`src/rtl/des_pkg.sv`:
```
// Shared DES key-schedule definitions: PC-1/PC-2 tables, shift schedule, types.
package des_pkg;

  localparam int unsigned ROUNDS = 16;

  typedef logic [27:0] half_key_t;
  typedef logic [47:0] subkey_t;

  typedef enum logic {
    IDLE = 1'b0,
    RUN  = 1'b1
  } ks_state_t;

  // Entries are 1-based DES bit numbers (bit 1 is the MSB).
  localparam int unsigned PC1 [56] = '{
    57, 49, 41, 33, 25, 17,  9,  1, 58, 50, 42, 34, 26, 18,
    10,  2, 59, 51, 43, 35, 27, 19, 11,  3, 60, 52, 44, 36,
    63, 55, 47, 39, 31, 23, 15,  7, 62, 54, 46, 38, 30, 22,
    14,  6, 61, 53, 45, 37, 29, 21, 13,  5, 28, 20, 12,  4
  };

  localparam int unsigned PC2 [48] = '{
    14, 17, 11, 24,  1,  5,  3, 28, 15,  6, 21, 10,
    23, 19, 12,  4, 26,  8, 16,  7, 27, 20, 13,  2,
    41, 52, 31, 37, 47, 55, 30, 40, 51, 45, 33, 48,
    44, 49, 39, 56, 34, 53, 46, 42, 50, 36, 29, 32
  };

  localparam int unsigned SHIFTS [16] = '{
    1, 1, 2, 2, 2, 2, 2, 2, 1, 2, 2, 2, 2, 2, 2, 1
  };

  function automatic half_key_t rotl(input half_key_t h, input logic two);
    return two ? {h[25:0], h[27:26]} : {h[26:0], h[27]};
  endfunction

  function automatic half_key_t rotr(input half_key_t h, input logic two);
    return two ? {h[1:0], h[27:2]} : {h[0], h[27:1]};
  endfunction

endpackage

```
`src/rtl/des_pc2.sv`:
```
// Combinational PC-2 compression: 56-bit {C,D} to 48-bit round subkey.
module des_pc2
  import des_pkg::*;
(
  input  logic [55:0] cd,
  output logic [47:0] subkey
);

  for (genvar g = 0; g < 48; g++) begin : g_pc2
    assign subkey[47-g] = cd[56-PC2[g]];
  end

  // DES bits 9,18,22,25,35,38,43,54 are dropped by PC-2.
  logic unused_cd;
  assign unused_cd = ^{cd[47], cd[38], cd[34], cd[31], cd[21], cd[18], cd[13], cd[2]};

endmodule

```
`src/rtl/des_key_schedule.sv`:
```
// DES key schedule emitting K1..K16 (or K16..K1) with valid/ready handshake.
// Optional DES_KS_PARITY_CHECK_EN adds a registered parity_err output.
module des_key_schedule
  import des_pkg::*;
(
  input  logic        clk,
  input  logic        rst_n,
  input  logic        key_valid,
  input  logic [63:0] key,
  input  logic        decrypt,
  output logic        key_ready,
  output logic        subkey_valid,
  input  logic        subkey_ready,
  output logic [47:0] subkey,
  output logic [4:0]  round,
  output logic        last
`ifdef DES_KS_PARITY_CHECK_EN
  ,
  output logic        parity_err
`endif
);

  ks_state_t state_q, state_d;
  half_key_t c_q, c_d, d_q, d_d;
  logic [4:0] round_q, round_d;
  logic       dec_q, dec_d;
  logic [55:0] pc1_cd;
  logic [3:0]  sidx;
  logic        two;
  logic        accept;

  for (genvar g = 0; g < 56; g++) begin : g_pc1
    assign pc1_cd[55-g] = key[64-PC1[g]];
  end

  assign accept = key_valid && (state_q == IDLE);

  // Encrypt pre-rotates at load so step 1 shows K1; decrypt loads C0/D0 (= K16)
  // and then walks the schedule backwards with right rotations.
  always_comb begin
    state_d      = state_q;
    c_d          = c_q;
    d_d          = d_q;
    round_d      = round_q;
    dec_d        = dec_q;
    key_ready    = (state_q == IDLE);
    subkey_valid = (state_q == RUN);
    last         = (state_q == RUN) && (round_q == 5'(ROUNDS));
    sidx         = dec_q ? 4'(5'd16 - round_q) : round_q[3:0];
    two          = (SHIFTS[sidx] == 2);
    case (state_q)
      IDLE: begin
        if (key_valid) begin
          state_d = RUN;
          round_d = 5'd1;
          dec_d   = decrypt;
          c_d     = decrypt ? pc1_cd[55:28] : rotl(pc1_cd[55:28], 1'b0);
          d_d     = decrypt ? pc1_cd[27:0]  : rotl(pc1_cd[27:0], 1'b0);
        end
      end
      RUN: begin
        if (subkey_ready) begin
          if (round_q == 5'(ROUNDS)) begin
            state_d = IDLE;
            round_d = '0;
          end else begin
            round_d = round_q + 5'd1;
            c_d     = dec_q ? rotr(c_q, two) : rotl(c_q, two);
            d_d     = dec_q ? rotr(d_q, two) : rotl(d_q, two);
          end
        end
      end
      default: state_d = IDLE;
    endcase
  end

  always_ff @(posedge clk or negedge rst_n) begin
    if (!rst_n) begin
      state_q <= IDLE;
      c_q     <= '0;
      d_q     <= '0;
      round_q <= '0;
      dec_q   <= 1'b0;
    end else begin
      state_q <= state_d;
      c_q     <= c_d;
      d_q     <= d_d;
      round_q <= round_d;
      dec_q   <= dec_d;
    end
  end

  assign round = round_q;

  des_pc2 u_pc2 (
    .cd     ({c_q, d_q}),
    .subkey (subkey)
  );

`ifdef DES_KS_PARITY_CHECK_EN
  logic key_par_err;
  // DES keys use odd parity per byte; an even-weight byte is an error.
  assign key_par_err = ~^key[63:56] | ~^key[55:48] | ~^key[47:40] | ~^key[39:32] |
                       ~^key[31:24] | ~^key[23:16] | ~^key[15:8]  | ~^key[7:0];

  always_ff @(posedge clk or negedge rst_n) begin
    if (!rst_n) begin
      parity_err <= 1'b0;
    end else if (accept) begin
      parity_err <= key_par_err;
    end
  end
`else
  logic unused_parity;
  assign unused_parity = ^{accept, key[56], key[48], key[40], key[32],
                           key[24], key[16], key[8], key[0]};
`endif

endmodule
```
`config.mk`:
```
export PLATFORM = sky130hd
export DESIGN_NAME = des_key_schedule
export DESIGN_NICKNAME = d
export VERILOG_FILES = /design/src/rtl/des_pkg.sv /design/src/rtl/des_pc2.sv /design/src/rtl/des_key_schedule.sv
export SDC_FILE = /design/constraint.sdc
export NUM_CORES = 1
export LEC_CHECK = 0
export ABC_AREA = 0
export CAP_MARGIN = 20
export CORE_ASPECT_RATIO = 0.75
export CORE_UTILIZATION = 45
export DETAILED_ROUTE_END_ITERATION = 10
export DONT_BUFFER_PORTS = 1
export GPL_ROUTABILITY_DRIVEN = 0
export PLACE_DENSITY_LB_ADDON = 0.2
export SYNTH_ARGS = -nofsm -noshare
export SYNTH_HDL_FRONTEND = slang
export SYNTH_SLANG_ARGS = --single-unit
```
`constraint.sdc`:
```
create_clock -name clk -period 3.25 [get_ports clk]
set_clock_uncertainty 0.15 [all_clocks]
set_input_delay 0.65 -clock clk [delete_from_list [all_inputs] [get_ports clk]]
set_output_delay 0.65 -clock clk [all_outputs]
set_load 0.005 [all_outputs]
```
==> results_dict.tcl, run 1 <==
set metrics [dict create \
    outcome "finished clean" \
    diodes 0 \
    drtPass1Iterations 5 \
    fin_nets 934 \
    fp.dieW_um 150 \
    io_buffers 0 \
    regArea_mm2 0.00158 \
    path_delay_family "simple AND/OR/NAND/NOR gates" \
    layout_setup_ws_ps 393 \
    netSwitchingFraction_pct 50.9 \
    fin_tns_setup_ps 0 \
    grt_pass1_vias 6795 \
    slew_viol_final 0 \
    p_leak_nw 2.82 \
    multiInputGateArea_mm2 0.00479 \
    end_kind "register" \
    avgViaCountPerCell 6.73 \
    power.density_mw_per_mm2 904 \
    yosysSeqAreaShare_pct 21.2 \
    setup_violations 0 \
    postRouteAntennaNets 0 \
    io_pins 125 \
    drc 0 \
    finalCriticalPeriod_ps 2860 \
    synth_edf_count 0 \
    worst_ep_arrival_time_ps 2960 \
    hold_viol_final 0 \
    p_switching_w 0.00333 \
    fmax_mhz 350 \
    synth_cell_type_count 49 \
    netlist_top_cells_count "nand2_1 (160), a21oi_1 (112), clkbuf_1 (87)" \
    final.fill_count 1610 \
    start_util_pct 46.2 \
    place_area_mm2 0.00691 \
    drive_gt1_share_pct 10.7 \
    p_comb_share_pct 50.8 \
    vias 7260 \
    final_area_mm2 0.00722 \
    ys_seq_elements 63 \
    synth_nets 1093 \
    cp_max_fo 53 \
    clkTransAtPathRegs_ps 60 \
    syn2layout_area_growth_pct -2.80 \
    r2r-start "round[0]" \
    avgSynthCellArea_um2 7.27 \
    grt_antenna_before_repair 0 \
    synth.most_common_cell "nand2_1" \
    rows 40 \
    critPathBufInv 1 \
    rsz0062_at_grt "no" \
    fp.dieH_um 113 \
    grt.overflow.total 0 \
    wl_um 24800 \
    synth_area_mm2 0.00743 \
    crit_chain "inv_1, ha_1, and3b_1, nand2b_4, o22ai_1, or3_1, o211ai_1" \
    cts.sinks 63 \
    cp-start-kind "register" \
    synth_top_area_share_pct 21.2 \
    p_int_w 0.00321 \
    synth.area.top_cells "dfrtp_1 (21%), mux2i_1 (8.2%), nand2_1 (8.1%)" \
    hp-class "input port to asynchronous set/reset pin" \
    htree_levels 3 \
    die-area_mm2 0.0170 \
    pwr-share-seq_pct 34.8 \
    crit_type "register to register" \
    grt_max_degree 64 \
    worstSkewPairLatency_ps 350 \
    crit_path_start "round[0]" \
    cts_buffer_depth 2 \
    crit_required_ps 3350 \
    dp_slack_ps 457 \
    ir_drop_v 0.000414 \
    power_frac_clock_pct 14.4 \
    cts_root_buf "clkbuf_16" \
    cts_made_buffers 9 \
    synth_ff_type "dfrtp_1" \
    worst_pin_slew_ps 879 \
    async_flop_share_pct 100 \
    hpwl_um 15100 \
    crit_path_top_delay_cell "nand2b_4" \
    core_mm2 0.0161 \
    relSlewSlack_pct 41.4 \
    finalCritPeriodShare_pct 87.9 \
    syn_inst 1022 \
    cap_violations 0 \
    grt.total_usage_pct 29.8 \
    first_iter_violations 945 \
    slowest_delay_ps 650 \
    cts_setup_buffers 0 \
    tritoncts "done" \
    yosys.area.top_type "dfrtp_1" \
    avgRoutedWirePerCell_um 23.0 \
    grt_pass1_wl_um 39200 \
    yosys_warnings 0 \
]
==> repair_timing <==
action	in CTS	in global routing
hold buffers	1	0
hold endpoints to repair	63	0
gates resized for setup	0	0
setup endpoints to repair	0	0
==> cell families after synthesis <==
group,synth area share (%)
mux,12.6
xor+xnor,0.337
flops,21.2
fa+ha+maj,0.337
compound gates,31.6
simple gates,19.2
buf+inv,14.6
==> per-layer routing <==
metal	part of all wire (%)	vias to the layer above	track usage, %
met5	0	-	0
met4	1.1	0	7.34
met3	11	24	8.63
met2	41	405	42.6
met1	46	3452	43.4
li1	-	3379	-
==> area by class of cell <==
class / instances / share of cell area [%]
multi-input cells: 754 / 66.3
clock buffers: 16 / 3.90
well taps: 210 / 3.64
repair buffers: 30 / 4.09
flip-flops and latches: 63 / 21.8
inverters: 5 / 0.260
==> power groups by stage <==
stage | combinational [W] | clock [W] | sequential [W]
3_3_place_gp | 0.00320 | 0 | 0.00226
4_1_cts | 0.00327 | 0.000953 | 0.00224
2_1_floorplan | 0.00382 | 0 | 0.00126
5_1_grt | 0.00367 | 0.000985 | 0.00237
3_5_place_dp | 0.00324 | 0 | 0.00225
6_report | 0.00332 | 0.000939 | 0.00228
==> placed cells by master (no fill, tap or decap), types with 13 or more instances in the layout <==
master,count
o22ai_1,72
o211ai_1,28
dfrtp_1,62
a221o_1,25
mux2i_1,61
a31oi_1,26
a211oi_1,29
or3_1,29
mux2_2,24
o221ai_1,23
buf_4,25
nor2_1,60
o22ai_2,13
a21oi_1,112
and3_1,24
nand2_1,160
==> worst paths after layout <==
path                                 to  slack (ps)  depth (start not counted)
min in group clk           subkey_valid         270                          1
max in group asynchronous         dec_q        2630                          1
max reg2reg                      c_q[9]         390                          7
min reg2reg                    round[4]         380                          1
max                              c_q[9]         390                          7
min                             c_q[20]          40                          1
==> sequential cells by signal, summed over array words and instances (netlist names) <==
| name | flops |
|---|---|
| round | 5 |
| d_q | 28 |
| dec_q | 1 |
| c_q | 28 |
| subkey_valid | 1 |
==> stage by stage <==
stage	total power [W]	instances	hold slack [ps]	util, %
after floorplan	0.00508	1022	204	-
after global placement	0.00546	1061	208	43.0
after detailed placement	0.00549	1061	207	43.0
after CTS	0.00647	1078	50.9	45.0
after global routing	0.00703	1078	55.9	45.0
final	0.00653	1078	37.7	45.0
No activity file was read; power rests on OpenSTA's default activity.
==> run 2: changes to the inputs <==
--- a/config.mk
+++ b/config.mk
@@ -13,6 +13,7 @@
 export DONT_BUFFER_PORTS = 1
 export GPL_ROUTABILITY_DRIVEN = 0
 export PLACE_DENSITY_LB_ADDON = 0.2
+export REMOVE_ABC_BUFFERS = 1
 export SYNTH_ARGS = -nofsm -noshare
 export SYNTH_HDL_FRONTEND = slang
 export SYNTH_SLANG_ARGS = --single-unit
==> run 2 against run 1 <==
Effect of this change:
- via count up 0.84%
- hold slack better by 3.2 ps
- first-iteration DRC count down 14%
- setup slack better by 340 ps
- utilization up 0.41 points
- cell count up 1.1%
- register-to-register slack better by 340 ps
- flip-flop and latch count unchanged
- sequential power about the same
- critical path depth down 1
- sequential share of layout area down 0.20 points
- non-clock buffer count up 12
- highest routed layer unchanged
==> results_dict.tcl, run 2 (synthesized netlist as in run 1, its figures left out) <==
set metrics [dict create \
    outcome "finished clean" \
    wl_um 25400 \
    grt.overflow.total 0 \
    fp.dieH_um 113 \
    drive_gt1_share_pct 12.2 \
    io_buffers 0 \
    grt_pass1_wl_um 40400 \
    layout_setup_ws_ps 738 \
    ir_drop_v 0.000346 \
    rsz0062_at_grt "no" \
    layout_commonest_cell "nand2_1" \
    grt_pass1_vias 6920 \
    htree_levels 3 \
    final_area_mm2 0.00729 \
    finalCriticalPeriod_ps 2510 \
    layout_common_cells "nand2_1 (160), a21oi_1 (112), o22ai_1 (72)" \
    core_mm2 0.0161 \
    syn2layout_area_growth_pct -1.90 \
    fmax_mhz 398 \
    cp-start-kind "register" \
    crit_type "register to register" \
    drtPass1Iterations 7 \
    hp-class "input port to asynchronous set/reset pin" \
    cp_max_fo 11 \
    cts_made_buffers 9 \
    relSlewSlack_pct 60.2 \
    crit_path_top_delay_cell "dfrtp_1" \
    clkTransAtPathRegs_ps 60 \
    cts.sinks 63 \
    hold_viol_final 0 \
    grt.total_usage_pct 30.5 \
    dp_slack_ps 789 \
    r2r_cells 6 \
    worstSkewPairLatency_ps 350 \
    postRouteAntennaNets 0 \
    setup_violations 0 \
    dp_cells 1073 \
    slowest_delay_ps 530 \
    fin_nets 946 \
    cts_buffer_depth 2 \
    final_core_util_pct 45.4 \
    fp.dieW_um 150 \
    die-area_mm2 0.0170 \
    worst_ep_arrival_time_ps 2580 \
    io_pins 125 \
    grt_antenna_before_repair 0 \
    crit_required_ps 3320 \
    stdcell_count 1090 \
    worst_pin_slew_ps 597 \
    p_leak_nw 2.86 \
    crit_chain "nor2b_2, or2_1, buf_4, mux2_1, a21oi_1, o211ai_1" \
    diodes 0 \
    power.density_mw_per_mm2 901 \
    avgRoutedWirePerCell_um 23.3 \
    rows 40 \
    place_area_mm2 0.00700 \
    first_iter_violations 816 \
    fin_tns_setup_ps 0 \
    hpwl_um 15600 \
    crit_path_start "round[3]" \
    grt_max_degree 64 \
    tritoncts "done" \
    avgViaCountPerCell 6.72 \
    r2r-start "round[3]" \
    vias 7321 \
    cap_violations 0 \
    start_util_pct 46.2 \
    slew_viol_final 0 \
    cts_root_buf "clkbuf_16" \
    end_kind "register" \
    finalCritPeriodShare_pct 77.3 \
    drc 0 \
]
run 2: cell types whose count changed in the layout (fill, tap and decap cells not counted), sizes merged:
cell and delta:
clkinv +5, clkbuf -5, buf +12
run 2: critical path: cells and delay by family, from the launching register on:
family	cells	cell delay, ps
buffers and inverters	1	290
flip-flops	1	530
AND/OR/NAND/NOR	2	780
AO/OA/AOI/OAI	2	290
multiplexers	1	330
run 2: power breakdown:
part	switching (W)	internal (W)	total [W]
Combinational	0.00181	0.00155	0.00337
Clock	0.000395	0.000510	0.000905
Sequential	0.00119	0.00111	0.00230
run 2: worst paths after layout:
check                                to  slack, ps
setup reg to reg                c_q[18]        740
hold reg to reg                round[4]        380
min in group clk           subkey_valid        260
max in group asynchronous         dec_q       2600
hold / removal                  c_q[17]         40
setup / recovery                c_q[18]        740
run 2: final cells by class:
class	count	area, µm²
fill	1635	8780
multi-input combinational	754	4790
sequential	63	1580
timing repair buffer	42	385
tap	210	263
clock buffer	11	233
clock inverter	5	25.0
inverter	5	18.8
run 2: metrics by stage:
stage / hold slack [ps] / total power, W
2_1_floorplan: 204 / 0.00430
3_3_place_gp: 207 / 0.00552
3_5_place_dp: 207 / 0.00556
4_1_cts: 53.5 / 0.00649
5_1_grt: 58.5 / 0.00705
6_report: 40.8 / 0.00657
run 2: timing repair:
item | 4_1_cts | 5_1_grt
setup buffers | 0 | 0
endpoints found under the hold margin | 63 | 0
gates resized for setup | 0 | 0
hold buffers | 1 | 0
run 2: routing by layer:
| metal | GRT usage [%] | vias to the layer above | wire [µm] |
|---|---|---|---|
| met3 | 7.26 | 35 | 2380 |
| met4 | 7.07 | 0 | 335 |
| met5 | 0 | - | 0 |
| met2 | 43.7 | 383 | 10700 |
| met1 | 45.6 | 3497 | 11900 |
| li1 | - | 3406 | - |
==> run 3: changes to the inputs <==
==> constraint.sdc (replaced) <==
create_clock -name clk -period 2.5 [get_ports clk]
set_clock_uncertainty 0.15 [all_clocks]
set_input_delay 0.5 -clock clk [delete_from_list [all_inputs] [get_ports clk]]
set_output_delay 0.5 -clock clk [all_outputs]
set_load 0.005 [all_outputs]
==> run 3 against run 2 <==
Effect of this change:
- critical path depth is 1 higher
- largest power group unchanged
- clock power rose by 50%
- die area unchanged
- fmax is 6.9% higher
- utilization up 0.79 points
- setup slack lost 590 ps
- hold slack improved by 66 ps
- cell count rose by 0.73%
- critical endpoint is now c_q[8]
- design area grew 1.8%
- combinational power rose by 34%
- sequential share of layout area down 0.37 points
==> results_dict.tcl, run 3 (synthesized netlist as in run 1, its figures left out) <==
set metrics [dict create \
    cp_max_fo 11 \
    htree_levels 3 \
    drtPass1Iterations 7 \
    cts_made_buffers 9 \
    fp.dieW_um 150 \
    hp-class "input port to register" \
    stdcell_count 1098 \
    layout_common_cells "nand2_1 (160), a21oi_1 (112), o22ai_1 (72)" \
    fp.dieH_um 113 \
    core_mm2 0.0161 \
    finalCriticalPeriod_ps 2350 \
    hpwl_um 15600 \
    avgViaCountPerCell 6.67 \
    ir_drop_v 0.000473 \
    grt_max_degree 64 \
    place_area_mm2 0.00707 \
    outcome "finished clean" \
    drc 0 \
    avgRoutedWirePerCell_um 23.0 \
    grt.total_usage_pct 30.4 \
    worst_ep_arrival_time_ps 2480 \
    layout_commonest_cell "nand2_1" \
    die-area_mm2 0.0170 \
    postRouteAntennaNets 0 \
    dp_slack_ps 180 \
    drive_gt1_share_pct 13.0 \
    rsz0062_at_grt "no" \
    crit_required_ps 2630 \
    tritoncts "done" \
    io_buffers 0 \
    diodes 0 \
    clkTransAtPathRegs_ps 60 \
    grt_pass1_vias 6817 \
    io_pins 125 \
    slew_viol_final 0 \
    fmax_mhz 426 \
    p_leak_nw 2.93 \
    fin_nets 954 \
    cts_buffer_depth 2 \
    fin_hold_ws_ps 107 \
    first_iter_violations 716 \
    grt.overflow.total 0 \
    rows 40 \
    layout_setup_ws_ps 150 \
    end_kind "register" \
    cap_violations 0 \
    syn2layout_area_growth_pct -0.185 \
    start_util_pct 46.2 \
    power.density_mw_per_mm2 1190 \
    grt_antenna_before_repair 0 \
    worst_pin_slew_ps 533 \
    setup_violations 0 \
    cts_root_buf "clkbuf_16" \
    postCtsResizedCells 0 \
    cp-start-kind "register" \
    final_area_mm2 0.00742 \
    finalCritPeriodShare_pct 94.0 \
    hold_viol_final 0 \
    relSlewSlack_pct 64.5 \
    cts.sinks 63 \
    crit_type "register to register" \
    vias 7322 \
    worstSkewPairLatency_ps 350 \
    dp_cells 1080 \
    final.fill_count 1648 \
    wl_um 25300 \
    grt_pass1_wl_um 40000 \
]
-- run 3: layout make-up --
class	count	area [µm²]	share of cell area, %
clock buffer	13	270	3.64
clock inverter	3	40.0	0.540
inverter	5	18.8	0.253
multi-input combinational	754	4790	64.5
sequential	63	1580	21.3
tap	210	263	3.54
timing repair buffer	50	460	6.21
-- run 3: timing repair --
item,CTS,global route
hold buffers,2,0
hold endpoints to repair,63,0
buffers inserted,0,0
-- run 3: critical path, cell delays in order, from the launching register on --
cell and delay [ps]:
dfrtp_1 340, inv_1 50, ha_1 240, nor4bb_4 190
or2_4 310, or2_4 350, or4_1 550, nand3_1 100
-- run 3: report_power, final --
group	switching, W	internal (W)	total [W]
clock network	0.000507	0.000851	0.00136
logic	0.00240	0.00210	0.00450
registers	0.00151	0.00144	0.00295
total	0.00441	0.00440	0.00881
-- run 3: final timing paths --
kind                       slack, ps           end         start  cells after the start
max                              150        c_q[8]      round[0]                      7
min                              110  subkey_valid  subkey_ready                      1
max reg2reg                      150        c_q[8]      round[0]                      7
min reg2reg                      400      round[4]      round[4]                      1
max in group asynchronous       1370         dec_q         rst_n                      2
min in group asynchronous        540       c_q[16]         rst_n                      2
-- run 3: metrics by stage --
step | TNS, ps | power, W | util, %
CTS | 0 | 0.00874 | 46.2
global route | 0 | 0.00947 | 46.2
floorplan | -67830 | 0.00559 | -
global placement | 0 | 0.00727 | 44.0
detailed placement | 0 | 0.00732 | 44.0
finish | 0 | 0.00881 | 46.2
-- run 3: per-layer routing --
metal,part of all wire (%),track usage (%),routed length (µm)
met5,0,0,0
met4,2.0,9.43,513
met3,10,7.94,2560
met2,42,42.5,10600
met1,46,45.0,11600
